`src/rtl/uart_rx_fifo_if.sv`:
```
// rtl/uart_rx_fifo_if.sv - receiver-side and consumer-side signal bundle for uart_rx_fifo
interface uart_rx_fifo_if #(
  parameter int DATA_W = 8,
  parameter int DEPTH  = 16
);
  localparam int AW = $clog2(DEPTH);

  logic              rx_done_i;
  logic [DATA_W-1:0] rx_data_i;
  logic              rx_en_o;
  logic              m_valid;
  logic [DATA_W-1:0] m_data;
  logic              m_ready;
  logic [AW:0]       count;
  logic              almost_full;
  logic              overflow;
  logic              clr_ovf;

  // FIFO side: owns the buffered stream and status
  modport master (
    input  rx_done_i, rx_data_i, m_ready, clr_ovf,
    output rx_en_o, m_valid, m_data, count, almost_full, overflow
  );

  // Environment side: receiver plus consumer
  modport slave (
    output rx_done_i, rx_data_i, m_ready, clr_ovf,
    input  rx_en_o, m_valid, m_data, count, almost_full, overflow
  );
endinterface

```
`src/rtl/uart_rx_fifo.sv`:
```
// rtl/uart_rx_fifo.sv - edge-detected UART receive byte FIFO with FWFT output
module uart_rx_fifo #(
  parameter int DATA_W = 8,
  parameter int DEPTH  = 16,
  parameter int AFULL  = 12
) (
  input  logic           clk,
  input  logic           rst_n,
  uart_rx_fifo_if.master bus
);
  localparam int AW = $clog2(DEPTH);
  localparam logic [AW:0] AFULL_C = (AW+1)'(AFULL);

  logic [DATA_W-1:0] r_mem [DEPTH];
  logic [AW:0]       r_wr_ptr;
  logic [AW:0]       r_rd_ptr;
  logic              r_rx_done_d;
  logic              r_overflow;

  logic              w_push;
  logic              w_pop;
  logic              w_empty;
  logic              w_full;
  logic              w_wr;
  logic              w_drop;
  logic [AW:0]       w_count;

  // A long completion strobe yields exactly one push on its rising edge
  assign w_push  = bus.rx_done_i & ~r_rx_done_d;
  assign w_empty = (r_wr_ptr == r_rd_ptr);
  assign w_full  = (r_wr_ptr[AW-1:0] == r_rd_ptr[AW-1:0]) &
                   (r_wr_ptr[AW] != r_rd_ptr[AW]);
  assign w_pop   = ~w_empty & bus.m_ready;
  // A pop in the same cycle frees the slot, so a push while full is still taken
  assign w_wr    = w_push & (~w_full | w_pop);
  assign w_drop  = w_push & w_full & ~w_pop;
  assign w_count = r_wr_ptr - r_rd_ptr;

  assign bus.m_valid     = ~w_empty;
  assign bus.m_data      = r_mem[r_rd_ptr[AW-1:0]];
  assign bus.rx_en_o     = ~w_full;
  assign bus.count       = w_count;
  assign bus.almost_full = (w_count >= AFULL_C);
  assign bus.overflow    = r_overflow;

  // Strobe history and pointer advance; reset discards stored bytes at once
  always_ff @(posedge clk or negedge rst_n) begin
    if (!rst_n) begin
      r_rx_done_d <= 1'b0;
      r_wr_ptr    <= '0;
      r_rd_ptr    <= '0;
    end else begin
      r_rx_done_d <= bus.rx_done_i;
      if (w_wr)  r_wr_ptr <= r_wr_ptr + 1'b1;
      if (w_pop) r_rd_ptr <= r_rd_ptr + 1'b1;
    end
  end

  // Sticky overflow; a drop in the same cycle as a clear keeps it set
  always_ff @(posedge clk or negedge rst_n) begin
    if (!rst_n)           r_overflow <= 1'b0;
    else if (w_drop)      r_overflow <= 1'b1;
    else if (bus.clr_ovf) r_overflow <= 1'b0;
  end

  // Byte storage, intentionally without reset
  always_ff @(posedge clk) begin
    if (w_wr) r_mem[r_wr_ptr[AW-1:0]] <= bus.rx_data_i;
  end
endmodule

```
`src/flat_wrapper.sv`:
```
// flat-port wrapper written by rule: the top's interface ports become plain ports
module uart_rx_fifo_flat 
#(
  parameter int DATA_W = 8,
  parameter int DEPTH  = 16,
  parameter int AFULL  = 12
)
  (clk, rst_n, bus_rx_done_i, bus_rx_data_i, bus_m_ready, bus_clr_ovf, bus_rx_en_o, bus_m_valid, bus_m_data, bus_count, bus_almost_full, bus_overflow);
  uart_rx_fifo_if #(.DATA_W(DATA_W), .DEPTH(DEPTH)) bus_i ();
  input  logic clk;
  input  logic rst_n;
  input wire logic [$bits(bus_i.rx_done_i)-1:0] bus_rx_done_i;
  input wire logic [$bits(bus_i.rx_data_i)-1:0] bus_rx_data_i;
  input wire logic [$bits(bus_i.m_ready)-1:0] bus_m_ready;
  input wire logic [$bits(bus_i.clr_ovf)-1:0] bus_clr_ovf;
  output wire logic [$bits(bus_i.rx_en_o)-1:0] bus_rx_en_o;
  output wire logic [$bits(bus_i.m_valid)-1:0] bus_m_valid;
  output wire logic [$bits(bus_i.m_data)-1:0] bus_m_data;
  output wire logic [$bits(bus_i.count)-1:0] bus_count;
  output wire logic [$bits(bus_i.almost_full)-1:0] bus_almost_full;
  output wire logic [$bits(bus_i.overflow)-1:0] bus_overflow;
  assign bus_i.rx_done_i = bus_rx_done_i;
  assign bus_i.rx_data_i = bus_rx_data_i;
  assign bus_i.m_ready = bus_m_ready;
  assign bus_i.clr_ovf = bus_clr_ovf;
  assign bus_rx_en_o = bus_i.rx_en_o;
  assign bus_m_valid = bus_i.m_valid;
  assign bus_m_data = bus_i.m_data;
  assign bus_count = bus_i.count;
  assign bus_almost_full = bus_i.almost_full;
  assign bus_overflow = bus_i.overflow;
  uart_rx_fifo #(.DATA_W(DATA_W), .DEPTH(DEPTH), .AFULL(AFULL)) u_core (.clk(clk), .rst_n(rst_n), .bus(bus_i));
endmodule
```
`config.mk`:
```
export PLATFORM = sky130hd
export DESIGN_NAME = uart_rx_fifo_flat
export DESIGN_NICKNAME = d
export VERILOG_FILES = /design/src/rtl/uart_rx_fifo_if.sv /design/src/rtl/uart_rx_fifo.sv /design/src/flat_wrapper.sv
export SDC_FILE = /design/constraint.sdc
export NUM_CORES = 1
export LEC_CHECK = 0
export ABC_CLOCK_PERIOD_IN_PS = 2200
export CAP_MARGIN = 20
export CORE_ASPECT_RATIO = 0.6
export CORE_MARGIN = 2
export CORE_UTILIZATION = 53
export CTS_CLUSTER_SIZE = 40
export DETAILED_ROUTE_END_ITERATION = 7
export HOLD_SLACK_MARGIN = 0.08
export PLACE_DENSITY = 0.75
export SYNTH_ARGS = -nofsm -noshare
export SYNTH_HDL_FRONTEND = slang
export SYNTH_SLANG_ARGS = --single-unit
```
`constraint.sdc`:
```
create_clock -name clk -period 2.2 [get_ports clk]
set_input_delay 0.44 -clock clk [delete_from_list [all_inputs] [get_ports clk]]
set_output_delay 0.44 -clock clk [all_outputs]
set_load 0.05 [all_outputs]
```
==> results.toml, run 1 <==
[status]
run_status = "finished with violations"
violations = "negative setup slack"

[worst_setup_path]
cp.buffers_inverters = 2
cp_cell_sequence = "ha_4, fa_2, nor2b_2, o21ai_2, a21oi_2, buf_4, nor2_4, buf_12"
highest_cell_delay_on_the_worst_timing_path_ns = 0.45
timing.critical_path.required_ns = 1.76
critical-path-slowest-cell = "dfrtp_2"
cp_data_arrival_time_ns = 2.30
worst_setup_path_end_kind = "primary output"
setup.worst_path.start_class = "flop"
criticalPathCategory = "flop to primary output"
crit_path_max_fanout = 3
path_delay_family = "adder cells"

[cells_and_area]
fin_area_sq_mm = 0.007471
final_nets = 401
area_overhead_vs_synth_pct = 27.86
drive_above_1_share_pct = 40.77
layout.cells.most_common_list = "128 x edfxtp_1, 25 x buf_4, 22 x mux2i_1"
n_diodes = 0
most_common_cell_after_layout_fill_and_taps_aside = "edfxtp_1"

[sta]
final_period_minus_worst_setup_slack_ns = 2.737
rsz0062_at_grt = "true"
summed_negative_setup_slack_over_all_endpoints_ns = -4.547
post_route_setup_slack_ns = -0.5374
finalClockSkew_ns = 0.009752
setup-violations-final = 13
fmax_ghz = 0.3653
timing.final.crit_share_pct = 124.4
max-slew-margin-rel_pct = 58.18
drv_slew = 0
timing.final.hold_violations = 0
tightestPinTransition_ns = 0.6254

[placed_design]
hpwl_um = 7727
placed_cell_area_sq_mm = 0.006703
pre_cts_slack_ns = -0.04639
place_congestion = 0.7923
buffer_ports.inserted = 29

[global_routing]
grt-ovfl-total = 0
grt_pass1_vias = 3086
track_usage_pct = 21.56
number_of_antenna_violations_at_the_first_check_in_global_routing = 0
grt_first_pass_wirelength_um = 18220
grt_max_degree = 23

[logic_synthesis]
async_reset_ff_share_pct = 8.571
post_synth_instance_area_sq_mm = 0.005843
dominantRegCellSynth = "edfxtp_1"
syn-num-nets = 333
synth.yosys.seq_area_share_pct = 70.92
synth-seq-cells = 140
synth_edf_count = 128
synth_cells = 310
avgSynthCellArea_sq_um = 18.85
synth.distinct_cells = 34
ys_warn_count = 0

[route]
drt.antenna.violating_nets = 0
detail_route.first_pass.iterations = 4
drtIter0Drc = 246
route.vias.total = 3093
drc_errors = 0
drt-total-wl_um = 12090
vias_per_cell = 5.847
routedWlPerCell_um = 22.85

[clocking]
tritoncts.num_buffers = 17
cts.reportedPaths.clkPinSlew_ns = 0.05
cts_tree = "done"
clock_latency_ns = 0.42
htree_levels = 4
cts.sink_count = 140
clock_tree.root_cell = "clkbuf_16"
cts-hold-fix-buffers = 0
cts_buffer_depth = 2

[flow_run]
timing.max_cap.violations = 0

[floorplan]
io_pins = 30
die_w_um = 139.6
die-height_um = 85.33
initial_utilization_pct = 54.77
floorplan.die_area_sq_mm = 0.01191
core_area_sq_mm = 0.01067
site_row_count = 29

[min_path]
worst_hold_check_path_type = "input pin to asynchronous set/reset pin"
## worst paths after layout
check,slack [ns],start,to,depth (start not counted)
worst max-delay path,-0.54,u_core.r_rd_ptr[0],bus_count[4],8
worst min-delay path,0.40,rst_n,u_core.r_wr_ptr[1],1
worst max register to register,0.10,u_core.r_rd_ptr[1],u_core.r_mem[10][2],6
worst min register to register,0.53,u_core.bus.overflow,u_core.bus.overflow,2
max in group asynchronous,1.37,rst_n,u_core.r_rd_ptr[1],1
min in group clk,0.50,bus_rx_done_i,u_core.r_rx_done_d,1
## per-layer routing
layer | share of wire, % | vias up | wire length [um] | track usage, %
li1 | - | 1375 | - | -
met5 | 0 | - | 0 | 0
met1 | 47 | 1589 | 5707 | 31.99
met3 | 6.4 | 11 | 774 | 6.998
met4 | 0.79 | 0 | 95 | 6.273
met2 | 46 | 118 | 5510 | 31.06
## synthesized netlist by cell type (5+ instances only)
cell        n  area, sq um
edfxtp_1  128         3844
mux2i_1    24        240.2
and3_1     17        106.4
mux4_2     14        315.3
dfrtp_1    12        300.3
inv_1      12        45.04
mux4_1     10        262.8
o21ai_0    10        50.05
o21ai_1    10        50.05
ha_1        9        112.6
nand2_1     8        30.03
xnor2_1     8        70.07
a221oi_1    7        61.31
buf_6       5        56.30
nor2b_1     5        31.28
## logic make-up after synthesis
logic type      synth area share [%]
flops                          70.92
xor+xnor                       1.799
compound gates                 3.747
mux                            14.00
fa+ha+maj                      2.270
simple gates                   3.769
buf+inv                        3.490
## stage by stage
step / hold slack [ns] / instances / utilization, %
final: 0.4041 / 529 / 70.03
after global routing: 0.4370 / 529 / 70.03
after CTS: 0.3966 / 522 / 68.59
after detailed placement: 0.5232 / 490 / 62.83
after global placement: 0.5045 / 490 / 62.83
after floorplan: 0.1444 / 310 / -
## state kept, by name, indices dropped and copies added (netlist names)
signal	count
u_core.r_rx_done_d	1
u_core.r_wr_ptr	5
u_core.bus.overflow	1
u_core.r_mem	128
u_core.r_rd_ptr	5
## final cells by class
type                            instances  area (sq um)
Tap cell                              139         173.9
Multi-Input combinational cell        143          1738
Inverter                               12         45.04
Sequential cell                       140          4148
Fill cell                             660          3197
Timing Repair Buffer                   64         802.0
Clock buffer                           21         440.4
Clock inverter                         10         123.9
## timing repair
action / CTS / global route
endpoints found under the setup margin: 23 / 30
gates cloned: 0 / 2
pin swaps: 7 / 11
buffers inserted: 1 / 5
gates resized for setup: 20 / 25
Power of run 1 is not shown: default switching activity piles up to over one toggle a cycle in this logic, so the estimate is an artifact.
==> run 2: changes to the inputs <==
--- a/config.mk
+++ b/config.mk
@@ -12,7 +12,7 @@
 export CORE_UTILIZATION = 53
 export CTS_CLUSTER_SIZE = 40
 export DETAILED_ROUTE_END_ITERATION = 7
-export HOLD_SLACK_MARGIN = 0.08
+export HOLD_SLACK_MARGIN = 0.06
 export PLACE_DENSITY = 0.75
 export SYNTH_ARGS = -nofsm -noshare
 export SYNTH_HDL_FRONTEND = slang
==> results of run 2 <==
The final DEF is identical to that of run 1; final timing and power are the same.
Power of run 2 is left out for the same reason.
==> run 3: changes to the inputs <==
--- a/config.mk
+++ b/config.mk
@@ -5,6 +5,7 @@
 export SDC_FILE = /design/constraint.sdc
 export NUM_CORES = 1
 export LEC_CHECK = 0
+export ABC_AREA = 1
 export ABC_CLOCK_PERIOD_IN_PS = 2200
 export CAP_MARGIN = 20
 export CORE_ASPECT_RATIO = 0.6
@@ -13,7 +14,7 @@
 export CTS_CLUSTER_SIZE = 40
 export DETAILED_ROUTE_END_ITERATION = 7
 export HOLD_SLACK_MARGIN = 0.06
-export PLACE_DENSITY = 0.75
+export PLACE_DENSITY = 0.74
 export SYNTH_ARGS = -nofsm -noshare
 export SYNTH_HDL_FRONTEND = slang
 export SYNTH_SLANG_ARGS = --single-unit
==> results.toml, run 3 <==
[power_and_ir_drop]
lkg_pwr_nw = 3.939
power.density_cell_area_mw_per_mm2 = 1646
ir_worst_vdd_uv = 978.9

[route]
vias_per_cell = 5.479
detail_route.first_pass.iterations = 5
route.vias.total = 5128
drc_errors = 0
routedWlPerCell_um = 20.46
drt.antenna.violating_nets = 0
topRoutingLayerUsed = "met4"
wl_met1_um = 7758
total_met3_wirelength_after_detailed_routing_um = 1982
drt-total-wl_um = 19150
detailroute.wirelength.met2_um = 8974
drtIter0Drc = 790

[worst_setup_path]
worst_setup_path_end_kind = "primary output"
timing.critical_path.required_ns = 1.76
timing.rr.start = "u_core.r_rd_ptr[3]"
setup.worst_path.start_class = "flop"
criticalPathCategory = "flop to primary output"
worstSetupEndpoint = "bus_m_data[7]"
regToRegEndpoint = "u_core.r_mem[5][6]"
ff2ff_setup_slack_ns = 0.06
crit_path_max_fanout = 7
timing.critical_path.from = "u_core.r_rd_ptr[0]"
cp_data_arrival_time_ns = 2.09
worst_r2r_path_depth = 9

[logic_synthesis]
post_synthesis_share_of_cell_area_spent_on_and_or_nand_and_nor_gates_pct = 22.50
post_synth_most_frequent_cells = "235 x nand2_1, 134 x inv_1, 128 x edfxtp_1, 88 x nand3_1, 22 x nor2_1"
async_reset_ff_share_pct = 8.571
synth_area_leaders = "edfxtp_1 59%, nand2_1 14%, inv_1 7.7%, nand3_1 6.7%, dfrtp_1 4.6%"
synthDominantAreaCellType = "edfxtp_1"
synth_edf_count = 128
area_share_of_the_leading_cell_type_in_the_synthesized_netlist_pct = 58.87
synth_compound_area_share_pct = 0.6899
synth.yosys.seq_area_share_pct = 63.47
syn-num-nets = 707
combinational_family_with_the_most_area_after_synthesis = "simple AND/OR/NAND/NOR gates"
synth.mux.area_fraction_pct = 0
avgSynthCellArea_sq_um = 9.545
ys_warn_count = 0
post_synth_instance_area_sq_mm = 0.006529
synth.distinct_cells = 23
yosys.area_share.adder_pct = 2.031
synth-seq-cells = 140
synth_cells = 684
most_instantiated_library_cell_after_synthesis = "nand2_1"
synth_xor_area_share_pct = 1.456
dominantRegCellSynth = "edfxtp_1"

[clocking]
cts.reportedPaths.clkPinSlew_ns = 0.06
clock_tree.root_cell = "clkbuf_16"
cts_buffer_depth = 2
cts-hold-fix-buffers = 0
htree_levels = 4
cts.sink_count = 140
cts_tree = "done"
clock_latency_ns = 0.43
tritoncts.num_buffers = 17

[floorplan]
die-height_um = 89.97
io_pins = 30
floorplan.die_area_sq_mm = 0.01325
die_w_um = 147.3
initial_utilization_pct = 54.30
site_row_count = 31
core_area_sq_mm = 0.01202

[global_routing]
grt_max_degree = 34
number_of_antenna_violations_at_the_first_check_in_global_routing = 1
grt-ovfl-total = 0
grt_pass1_vias = 4804
grt_first_pass_wirelength_um = 27100
track_usage_pct = 27.76

[sta]
timing.final.crit_share_pct = 115.2
setup-violations-final = 13
summed_negative_setup_slack_over_all_endpoints_ns = -2.818
timing.final.hold_violations = 0
final_period_minus_worst_setup_slack_ns = 2.534
finalClockSkew_ns = 0.01676
tightestPinTransition_ns = 0.5819
max-slew-margin-rel_pct = 61.09
post_route_setup_slack_ns = -0.3342
drv_slew = 0
fmax_ghz = 0.3946
rsz0062_at_grt = "true"

[cells_and_area]
largest_register_ff_count = 128
filler_cell_count = 756
n_diodes = 0
final_nets = 781
instances_no_fill = 936
area_taken_by_multi_input_logic_gates_sq_mm = 0.002357
area_overhead_vs_synth_pct = 37.68
most_common_cell_after_layout_fill_and_taps_aside = "nand2_1"
register_area_sq_mm = 0.004149
layout.cells.most_common_list = "178 x nand2_1, 130 x inv_1, 128 x edfxtp_1"
drive_above_1_share_pct = 28.92

[placed_design]
pre_cts_slack_ns = -0.006049
hpwl_um = 10220
dpl.cell_count = 881
buffer_ports.inserted = 29
place_congestion = 0.9124

[flow_run]
timing.max_cap.violations = 0

[status]
run_status = "finished with violations"
violations = "negative setup slack"

[min_path]
worst_hold_check_path_type = "input pin to asynchronous set/reset pin"
-- run 3: cell types whose count changed after synthesis, sizes merged, moves of 6 or more --
| cell | delta |
|---|---|
| o21ai | -14 |
| nand2 | +228 |
| mux4 | -24 |
| clkbuf | +6 |
| inv | +122 |
| a221oi | -8 |
| nand3 | +88 |
| mux2i | -24 |
| and3 | -17 |
| nor2 | +20 |
-- run 3: timing repair --
action	in CTS	in global routing
buffers inserted	6	5
endpoints found under the setup margin	15	71
pin swaps	9	32
cloned	6	7
resized for setup	66	100
-- run 3: how the worst min path moves through the flow --
stage / from / end / slack (ns) / cells past startpoint
floorplan: rst_n / u_core.bus.overflow / 0.14 / 0
global route: rst_n / u_core.bus.overflow / 0.44 / 1
finish: rst_n / u_core.r_wr_ptr[2] / 0.39 / 1
global placement: u_core.bus.overflow / u_core.bus.overflow / 0.51 / 2
detailed placement: u_core.bus.overflow / u_core.bus.overflow / 0.54 / 2
CTS: rst_n / u_core.r_wr_ptr[0] / 0.40 / 1
-- run 3: routing by layer --
metal,vias to the layer above,GRT usage (%)
met4,0,8.253
met5,-,0
met2,317,41.39
met3,49,8.223
met1,2453,39.83
li1,2309,-
-- run 3: cells by family (layout without fill, tap and decap cells) --
group           count (synthesis)  count (layout)
simple gates                  352             352
buf+inv                       163             250
flops                         140             140
fa+ha+maj                      10              10
xor+xnor                       10              10
compound gates                  9               9
-- run 3: final cells by class --
type / instances / share of cell area (%)
clock buffer: 18 / 4.775
clock inverter: 14 / 2.492
inverter: 137 / 6.055
multi-input combinational: 381 / 26.22
sequential: 140 / 46.16
tap: 165 / 2.297
timing repair buffer: 80 / 11.82
timing repair inverter: 1 / 0.1810
-- run 3: worst max-delay path: stages (launching register included) --
cell and delay, ns:
dfrtp_2 0.44, buf_12 0.18, clkinv_16 0.09, buf_12 0.16
buf_6 0.11, nand2_2 0.05, nand3_2 0.07, nand2_2 0.10
nand2_1 0.07, nand2_1 0.08, inv_1 0.06, nand2_1 0.08
buf_6 0.16
-- run 3: report_power, final --
part / total, mW / switching, mW / internal, mW
clock: 3.21 / 1.11 / 2.11
combinational: 8.36 / 4.94 / 3.42
sequential: 3.22 / 0.138 / 3.09
-- run 3: per-stage QoR --
| step | utilization, % | area [sq um] | total power, mW | hold WS, ns |
|---|---|---|---|---|
| 2_1_floorplan | - | 6660 | 6.889 | 0.1444 |
| 3_3_place_gp | 60.84 | 7316 | 8.984 | 0.5132 |
| 3_5_place_dp | 60.84 | 7316 | 9.065 | 0.5430 |
| 4_1_cts | 70.07 | 8426 | 13.38 | 0.3964 |
| 5_1_grt | 74.76 | 8989 | 15.27 | 0.4449 |
| 6_report | 74.76 | 8989 | 14.80 | 0.3865 |
Power figures use the tool's default switching activity.
